==> config.mk <==
export PLATFORM = sky130hd
export DESIGN_NAME = kbd_key_sequencer
export DESIGN_NICKNAME = d
export VERILOG_FILES = /design/src/rtl/kbd_key_sequencer.sv
export SDC_FILE = /design/constraint.sdc
export NUM_CORES = 1
export LEC_CHECK = 0
export CAP_MARGIN = 20
export CORE_ASPECT_RATIO = 0.6
export CORE_MARGIN = 2
export CORE_UTILIZATION = 37
export CTS_BUF_LIST = sky130_fd_sc_hd__clkbuf_16
export DETAILED_ROUTE_END_ITERATION = 10
export PLACE_DENSITY = 0.61
export SYNTH_ARGS = -nofsm -noshare
export SYNTH_HDL_FRONTEND = slang
export SYNTH_SLANG_ARGS = --single-unit
==> constraint.sdc <==
create_clock -name clk -period 3 [get_ports clk]
set_input_delay 0.9 -clock clk [delete_from_list [all_inputs] [get_ports clk]]
set_output_delay 0.9 -clock clk [all_outputs]
set_load 0.01 [all_outputs]
==> src/rtl/kbd_key_sequencer.sv <==
// PS/2 scancode sequencer: tracks make/break/extended/shift prefixes, looks each
// make code up in an external registered ASCII table and queues the result in a FIFO.
module kbd_key_sequencer #(
  parameter int FIFO_DEPTH = 8
) (
  input  logic       clk,
  input  logic       rst,
  input  logic       sc_valid,
  input  logic [7:0] sc_data,
  output logic       sc_ready,
  output logic [7:0] lk_code,
  input  logic [7:0] lk_ascii,
  output logic       key_valid,
  output logic [7:0] key_data,
  input  logic       key_ready,
  output logic [7:0] held_code,
  output logic [7:0] key_count,
  output logic       overflow,
  output logic [1:0] state_dbg
);

  // Handshakes: a transfer happens on a posedge where valid and ready are both
  // high; valid never depends on ready, ready is a pure function of local state.

  localparam int AW = $clog2(FIFO_DEPTH);
  localparam logic [AW:0] DEPTH_L = (AW + 1)'(FIFO_DEPTH);

  typedef enum logic [1:0] {
    IDLE  = 2'd0,
    BREAK = 2'd1,
    LOOK  = 2'd2,
    CAPT  = 2'd3
  } state_t;

  state_t     state, state_nx;
  logic       ext, ext_nx;
  logic       shift, shift_nx;
  logic [7:0] held, held_nx;
  logic [7:0] latch, latch_nx;
  logic       cap_push;
  logic [7:0] cap_data;
  logic       accept;
  logic       is_shift_code;

  logic       push_vld;
  logic [7:0] push_data;

  logic [7:0]  mem [FIFO_DEPTH];
  logic [AW-1:0] wr_ptr, rd_ptr;
  logic [AW:0]   occ;
  logic          full, do_push, do_pop;

  assign sc_ready      = (state == IDLE) || (state == BREAK);
  assign accept        = sc_valid && sc_ready;
  assign is_shift_code = (sc_data == 8'h12) || (sc_data == 8'h59);
  assign lk_code       = ((state == LOOK) || (state == CAPT)) ? latch : 8'h00;
  assign held_code     = held;
  assign state_dbg     = state;

  always_comb begin
    state_nx = state;
    ext_nx   = ext;
    shift_nx = shift;
    held_nx  = held;
    latch_nx = latch;
    cap_push = 1'b0;
    cap_data = lk_ascii;
    if (shift && (lk_ascii >= 8'h61) && (lk_ascii <= 8'h7A)) begin
      cap_data = lk_ascii - 8'h20;
    end
    case (state)
      IDLE: begin
        if (accept) begin
          if (sc_data == 8'hF0) begin
            state_nx = BREAK;
          end else if (sc_data == 8'hE0) begin
            ext_nx = 1'b1;
          end else if (ext) begin
            // Extended keys are swallowed entirely.
            ext_nx = 1'b0;
          end else if (is_shift_code) begin
            shift_nx = 1'b1;
          end else begin
            latch_nx = sc_data;
            held_nx  = sc_data;
            state_nx = LOOK;
          end
        end
      end
      BREAK: begin
        if (accept) begin
          ext_nx = 1'b0;
          if (is_shift_code) shift_nx = 1'b0;
          if (sc_data == held) held_nx = 8'h00;
          state_nx = IDLE;
        end
      end
      LOOK: state_nx = CAPT;
      CAPT: begin
        cap_push = (lk_ascii != 8'h00);
        state_nx = IDLE;
      end
      default: state_nx = IDLE;
    endcase
  end

  always_ff @(posedge clk or posedge rst) begin
    if (rst) begin
      state     <= IDLE;
      ext       <= 1'b0;
      shift     <= 1'b0;
      held      <= 8'h00;
      latch     <= 8'h00;
      push_vld  <= 1'b0;
      push_data <= 8'h00;
    end else begin
      state     <= state_nx;
      ext       <= ext_nx;
      shift     <= shift_nx;
      held      <= held_nx;
      latch     <= latch_nx;
      push_vld  <= cap_push;
      push_data <= cap_data;
    end
  end

  // A pop in the same cycle frees the head slot, so a push into a full FIFO still lands.
  assign full      = (occ == DEPTH_L);
  assign key_valid = (occ != '0);
  assign do_pop    = key_valid && key_ready;
  assign do_push   = push_vld && (!full || do_pop);
  assign key_data  = key_valid ? mem[rd_ptr] : 8'h00;

  always_ff @(posedge clk) begin
    if (do_push) mem[wr_ptr] <= push_data;
  end

  always_ff @(posedge clk or posedge rst) begin
    if (rst) begin
      wr_ptr    <= '0;
      rd_ptr    <= '0;
      occ       <= '0;
      key_count <= 8'h00;
      overflow  <= 1'b0;
    end else begin
      if (do_push) begin
        wr_ptr    <= wr_ptr + 1'b1;
        key_count <= key_count + 8'h01;
      end
      if (do_pop) rd_ptr <= rd_ptr + 1'b1;
      case ({do_push, do_pop})
        2'b10:   occ <= occ + 1'b1;
        2'b01:   occ <= occ - 1'b1;
        default: occ <= occ;
      endcase
      if (push_vld && !do_push) overflow <= 1'b1;
    end
  end

endmodule
==> summary.md, run 1 <==
| Metric | Value |
|---|---|
| HP Class | register to register |
| Via count | a little over 3k |
| # rows | 32 |
| Number of global-route vias before repair | 2946 |
| Critical path fanouts, max | 9 |
| Hold slack | 0.467 ns |
| Total die area | between 0.01 and 0.015 mm² |
| Routability cong. | approximately 0.82 |
| Post-Synthesis Cell Area | 0.00486 mm² |
| # IOs | 57 |
| Lkg Pwr | approximately 2.3 nW |
| DP Wirelength | 7080 µm |
| CP max-delay cell | mux4_2 |
| Total grt overflow | 0 |
| Initial DRC Count | 258 |
| Initial antenna violation count | 0 |
| Clk_lat worst skew | approximately 0.35 ns |
| Fmax | around 0.34 GHz |
| Pwr Density | approximately 920 mW/mm² |
| WP data arrival | 2.03 ns |
| Vias/cell | 5.15 |
| Grt met3 use | 0.0402 |
| GRT met1 Usage | 0.233 |
| Period utilisation layout | 0.977 |
| WP data required | ~2.1 ns |
| Syn Nets | between 300 and 400 |
| Cells after synthesis | ~340 |
| Clk sinks | 112 |
| Crit Path Class | register to primary output |
| Buffer and inverter count on the worst path | 2 |
| DRC viols | 0 |
| #FFs+latches synth | ~110 |
| Syn-to-layout area delta | 25.7% |
| H-Tree Depth | 3 |
| Max-slew violation count | 0 |
| Final setup viols | 0 |
| Setup TNS | 0 ns |
| First-pass GRT wire length | 16300 µm |
| Util after Layout | 0.475 |
| Cts bufs inserted | 9 |
| Final hold violations | 0 |
| Largest net degree at the start of global routing | 26 |
| Outcome | finished clean |
| Met2 usage | 0.212 |
| CTS root buffer | clkbuf_16 |
| Wire length per cell | approximately 18 µm |
| CP max stage delay | between 0.5 and 0.6 ns |
| Die W | roughly 150 µm |
| Clk pin slew, worst setup/hold paths | around 0.070 ns |
| Initial Utilization | 0.378 |
| Syn_area_per_cell | ~15 µm² |
| RSZ-0062 raised after global routing | no |
| Top_reg_cell synth | edfxtp_1 |
| Max_cap viols | 0 |
| Share of layout cells above drive strength 1 | 0.175 |
| Ys async rst share | 0.429 |
| CP delay by family, top | multiplexers |
| Placed cells | roughly 570 |
| Number of flops mapped to enable cells by yosys | 64 |
| Seq/Total Area, Yosys | 0.642 |
| Final min period | just under 3 ns |
| Max transition margin | 0.489 |
| Cell Chain, Critical Path | buf_12 -> mux4_2 -> mux2i_2 -> nor2_1 -> dlygate4sd2_1 |
| Layer with the highest usage | met1 |
| Buffers on Ports | between 50 and 60 |
| Finished Layout Cells | a little under 600 |
| Setup crit end kind | primary output |
| Fin nets | 440 |
| Final ANT Viol Nets | 0 |
| Clock tree buffer depth | 2 |
| Worst-margin pin slew | approximately 0.76 ns |
| Iteration count of the initial detailed-routing pass | 4 |
| Dpl cell area | 0.00576 mm² |
| CTS tree | built |
| Maximum vdd ir drop | ~0.0004 V |
| YS warnings | 0 |
| Critical Path Source Type | register |
| Detailed Route WL | 10400 µm |
| Core area | 0.0129 mm² |
| # diodes | 0 |
| Finished Cell Area | ~0.006 mm² |
| Final Skew | about 0.0086 ns |
| Netlist cell types | between 40 and 50 |
| GRT Total Usage | 0.151 |
| Hold-fix buffers, CTS | 0 |
| Die H | 92.8 µm |
==> placed cells by master, fill, tap and decap left out, types with 2 or more instances in the layout <==
| master | netlist | routed |
|---|---|---|
| edfxtp_1 | 64 | 64 |
| clkdlybuf4s50_1 | 0 | 48 |
| dfrtp_1 | 48 | 47 |
| nor2_1 | 24 | 24 |
| xnor2_1 | 19 | 19 |
| buf_4 | 0 | 17 |
| o211ai_1 | 16 | 16 |
| mux4_2 | 16 | 16 |
| inv_1 | 15 | 15 |
| nand3_1 | 12 | 12 |
| nand2_1 | 12 | 12 |
| nand4_1 | 12 | 12 |
| clkbuf_16 | 0 | 9 |
| o21ai_2 | 8 | 8 |
| dlygate4sd2_1 | 0 | 8 |
| mux2i_1 | 8 | 7 |
| ha_1 | 7 | 7 |
| a21oi_1 | 5 | 5 |
| xor2_1 | 5 | 5 |
| buf_12 | 0 | 5 |
| nor3_1 | 4 | 4 |
| nor4b_1 | 4 | 4 |
| inv_2 | 2 | 3 |
| o21a_1 | 3 | 3 |
| and4_1 | 3 | 3 |
| nor2b_1 | 3 | 3 |
| a31oi_1 | 3 | 3 |
| nor3b_1 | 3 | 3 |
| a21o_1 | 3 | 3 |
| clkinv_4 | 0 | 3 |
| nand2b_1 | 2 | 2 |
| nand3b_1 | 2 | 2 |
| and2_1 | 2 | 2 |
| mux2_2 | 2 | 2 |
| o21ai_0 | 2 | 2 |
| inv_8 | 0 | 2 |
==> what timing repair did <==
item	in CTS	in global routing
gates resized for setup	11	0
setup buffers	2	0
setup endpoints to repair	8	0
==> flip-flops by register name, summed over array words and instances, names as in the netlist <==
signal,cells
ext,1
held_code,8
key_count,8
latch,8
mem,64
occ,4
overflow,1
push_data,8
push_vld,1
rd_ptr,3
shift,1
state_dbg,2
wr_ptr,3
==> worst paths after layout <==
path                                endpoint       from  slack, ns  cells past startpoint
worst max-delay path             key_data[7]  rd_ptr[0]       0.07                      5
worst min-delay path                overflow   overflow       0.47                      1
worst max register to register        occ[2]     occ[2]       0.50                     11
worst min register to register      overflow   overflow       0.47                      1
max in group asynchronous          rd_ptr[0]        rst       1.51                      3
min in group asynchronous       state_dbg[1]        rst       0.93                      2
==> area by class of cell <==
cell class / count / area, µm²
clock buffer: 9 / 225
tap: 170 / 213
timing repair buffer: 79 / 806
fill: 1090 / 6740
sequential: 112 / 3120
inverter: 17 / 63.8
multi-input combinational: 194 / 1620
clock inverter: 7 / 57.6
==> cells by family after synthesis <==
| logic type | Yosys count | synth area share |
|---|---|---|
| mux | 26 | 0.0952 |
| flops | 112 | 0.642 |
| xor+xnor | 24 | 0.0432 |
| simple gates | 92 | 0.108 |
| compound gates | 45 | 0.0679 |
| buf+inv | 29 | 0.0252 |
| fa+ha+maj | 7 | 0.0180 |
==> power breakdown <==
group / switching, W / leakage (nW) / internal, W
Clock: 0.000554 / 0.145 / 0.000576
Sequential: 0.000342 / 1.17 / 0.00194
Combinational: 0.00101 / 1.00 / 0.00121
Total: 0.00191 / 2.31 / 0.00372
==> worst reg2reg max path, stage by stage (launching register included) <==
cell	delay [ns]
dfrtp_1	0.43
or3_4	0.45
nor2_8	0.18
inv_1	0.09
and2_1	0.19
ha_1	0.21
xor2_1	0.16
ha_1	0.18
a21oi_1	0.14
xor2_1	0.15
nor2_1	0.07
xor2_1	0.14
==> synth_stat cells (2+ instances only) <==
master    instances  area [µm²]
xnor2_1          19         166
o21ai_2           8        70.1
xor2_1            5        43.8
nor3_1            4        20.0
and2_1            2        12.5
a21o_1            3        22.5
nor2_1           24        90.1
nor2b_1           3        18.8
dfrtp_1          48        1200
nand3b_1          2        15.0
inv_2             2        7.51
ha_1              7        87.6
o211ai_1         16         120
nand2_1          12        45.0
nand3_1          12        60.1
edfxtp_1         64        1920
o21ai_0           2        10.0
clkbuf_1          3        11.3
mux4_2           16         360
o21a_1            3        22.5
mux2i_1           8        80.1
and4_1            3        26.3
inv_1            15        56.3
mux2_2            2        22.5
buf_2             5        25.0
buf_1             3        11.3
nor4b_1           4        35.0
nand4_1          12        75.1
nor3b_1           3        22.5
nand2b_1          2        12.5
a21oi_1           5        25.0
a31oi_1           3        18.8
==> routing by layer <==
metal	vias up	share of wire
met3	9	0.048
li1	1422	-
met5	-	0
met2	80	0.43
met4	0	0.0080
met1	1520	0.52
==> metrics by stage <==
stage	power [W]	setup slack [ns]
2_1_floorplan	0.00354	0.218
3_3_place_gp	0.00446	0.115
3_5_place_dp	0.00449	0.100
4_1_cts	0.00569	0.0682
5_1_grt	0.00596	0.00421
6_report	0.00563	0.0677
(Power assumes the default switching activity.)
==> inputs of run 2 (changes only) <==
--- a/config.mk
+++ b/config.mk
@@ -10,6 +10,7 @@
 export CORE_MARGIN = 2
 export CORE_UTILIZATION = 37
 export CTS_BUF_LIST = sky130_fd_sc_hd__clkbuf_16
+export CTS_CLUSTER_DIAMETER = 150
 export DETAILED_ROUTE_END_ITERATION = 10
 export PLACE_DENSITY = 0.61
 export SYNTH_ARGS = -nofsm -noshare
==> results of run 2 <==
No change in the layout: final DEF, timing and power equal those of run 1.
==> inputs of run 3 (changes only) <==
--- a/config.mk
+++ b/config.mk
@@ -5,14 +5,14 @@
 export SDC_FILE = /design/constraint.sdc
 export NUM_CORES = 1
 export LEC_CHECK = 0
-export CAP_MARGIN = 20
+export CAP_MARGIN = 0
 export CORE_ASPECT_RATIO = 0.6
 export CORE_MARGIN = 2
-export CORE_UTILIZATION = 37
+export CORE_UTILIZATION = 40
 export CTS_BUF_LIST = sky130_fd_sc_hd__clkbuf_16
 export CTS_CLUSTER_DIAMETER = 150
 export DETAILED_ROUTE_END_ITERATION = 10
-export PLACE_DENSITY = 0.61
+export PLACE_DENSITY = 0.64
 export SYNTH_ARGS = -nofsm -noshare
 export SYNTH_HDL_FRONTEND = slang
 export SYNTH_SLANG_ARGS = --single-unit
==> summary.md, run 3 (synthesis results as in run 1) <==
| Metric | Value |
|---|---|
| Most flops, register | mem |
| CTS tree | built |
| Total grt overflow | 0 |
| Max_cap viols | 0 |
| Cell Chain, Critical Path | buf_12 -> buf_16 -> mux4_2 -> mux2i_1 -> nor2_1 -> dlygate4sd2_1 |
| Hold slack | 0.476 ns |
| Initial Utilization | 0.407 |
| CP max-delay cell | mux4_2 |
| RSZ-0062 raised after global routing | no |
| Iteration count of the initial detailed-routing pass | 4 |
| DP Wirelength | roughly 7700 µm |
| Final Skew | 0.00964 ns |
| Initial antenna violation count | 0 |
| Outcome | finished clean |
| WP data required | between 2 and 2.5 ns |
| Largest register FFs | 64 |
| Max transition margin | 0.523 |
| Most frequent cells in the layout | edfxtp_1, clkdlybuf4s50_1, dfrtp_1, nor2_1, buf_4 |
| Final ANT Viol Nets | 0 |
| Die H | 89.4 µm |
| Die W | approximately 150 µm |
| Overall Power | 0.00570 W |
| Largest net degree at the start of global routing | 21 |
| Final setup viols | 0 |
| CTS root buffer | clkbuf_16 |
| Critical Path Source Type | register |
| Maximum vdd ir drop | about 0.00044 V |
| Period utilisation layout | 0.966 |
| Wire length per cell | 18.3 µm |
| H-Tree Depth | 3 |
| CP max stage delay | 0.50 ns |
| Via count | around 3.1k |
| Setup TNS | 0 ns |
| Number of global-route vias before repair | 3037 |
| Final min period | slightly below 3 ns |
| Detailed Route WL | 10700 µm |
| Hold-fix buffers, CTS | 0 |
| Util after Layout | 0.511 |
| Lkg Pwr | 2.32 nW |
| Final hold violations | 0 |
| WP data arrival | approximately 2.0 ns |
| Clk pin slew, worst setup/hold paths | 0.07 ns |
| Max-slew violation count | 0 |
| Critical path fanouts, max | 9 |
| Initial DRC Count | 237 |
| # rows | 31 |
| Buffers on Ports | 56 |
| Clock tree buffer depth | 2 |
| Core area | approximately 0.012 mm² |
| Dpl cell area | roughly 0.0058 mm² |
| Pwr Density | 934 mW/mm² |
| DRC viols | 0 |
| HP Class | register to register |
| Vias/cell | 5.32 |
| Clk_lat worst skew | approximately 0.34 ns |
| Total die area | ~0.013 mm² |
| Setup crit end kind | primary output |
| GRT Total Usage | 0.173 |
| Routability cong. | about 0.84 |
| # IOs | 57 |
| Cts bufs inserted | 9 |
| Fillers | ~1.0k |
| Finished Cell Area | about 0.0061 mm² |
| Worst-margin pin slew | between 0.7 and 0.8 ns |
| Crit Path Class | register to primary output |
| Syn-to-layout area delta | 25.6% |
| Fin nets | between 400 and 500 |
| Fmax | between 0.3 and 0.4 GHz |
| Clk sinks | ~110 |
| # diodes | 0 |
| Commonest non-fill, non-tap cell in the layout | edfxtp_1 |
| First-pass GRT wire length | 16700 µm |
| Share of layout cells above drive strength 1 | 0.180 |
-- run 3: repair_timing --
item	CTS	global route
hold endpoints to repair	0	0
buffers inserted	1	0
gates resized for setup	11	0
endpoints found under the setup margin	8	0
-- run 3: area by class of cell --
type | instances | area, µm² | share of cell area
tap | 165 | 206 | 0.0338
inverter | 17 | 63.8 | 0.0105
clock inverter | 7 | 68.8 | 0.0113
timing repair buffer | 83 | 798 | 0.131
clock buffer | 9 | 225 | 0.0369
sequential | 112 | 3130 | 0.512
multi-input combinational | 194 | 1620 | 0.265
-- run 3: final timing paths --
path	from	to	slack, ns	cells past startpoint
max	rd_ptr[0]	key_data[1]	0.10	6
min reg2reg	overflow	overflow	0.48	1
min	overflow	overflow	0.48	1
max reg2reg	occ[2]	occ[2]	0.49	11
max in group asynchronous	rst	rd_ptr[0]	1.47	3
min in group asynchronous	rst	key_count[3]	0.87	2
-- run 3: metrics by stage --
stage | setup WS (ns) | instances
CTS | 0.0840 | 587
global placement | 0.105 | 569
floorplan | 0.218 | 335
global route | 0.00631 | 587
detailed placement | 0.0787 | 569
finish | 0.102 | 587
-- run 3: metal layers --
| metal | track usage | wire, µm | part of all wire | vias to the layer above |
|---|---|---|---|---|
| li1 | - | - | - | 1438 |
| met1 | 0.260 | 5340 | 0.50 | 1602 |
| met2 | 0.256 | 4710 | 0.44 | 73 |
| met3 | 0.0372 | 561 | 0.052 | 10 |
| met4 | 0.0477 | 121 | 0.011 | 0 |
| met5 | 0 | 0 | 0 | - |
-- run 3: worst max-delay path, delay by kind of cell (launching register included) --
kind,cells,cell delay (ns)
mux,2,0.64
buf+inv,3,0.54
flops,1,0.42
simple gates,1,0.05
-- run 3: where the power goes --
group	leakage, nW	switching (W)	internal [W]
Sequential	1.16	0.000325	0.00194
Clock	0.149	0.000531	0.000650
Combinational	1.01	0.00106	0.00118
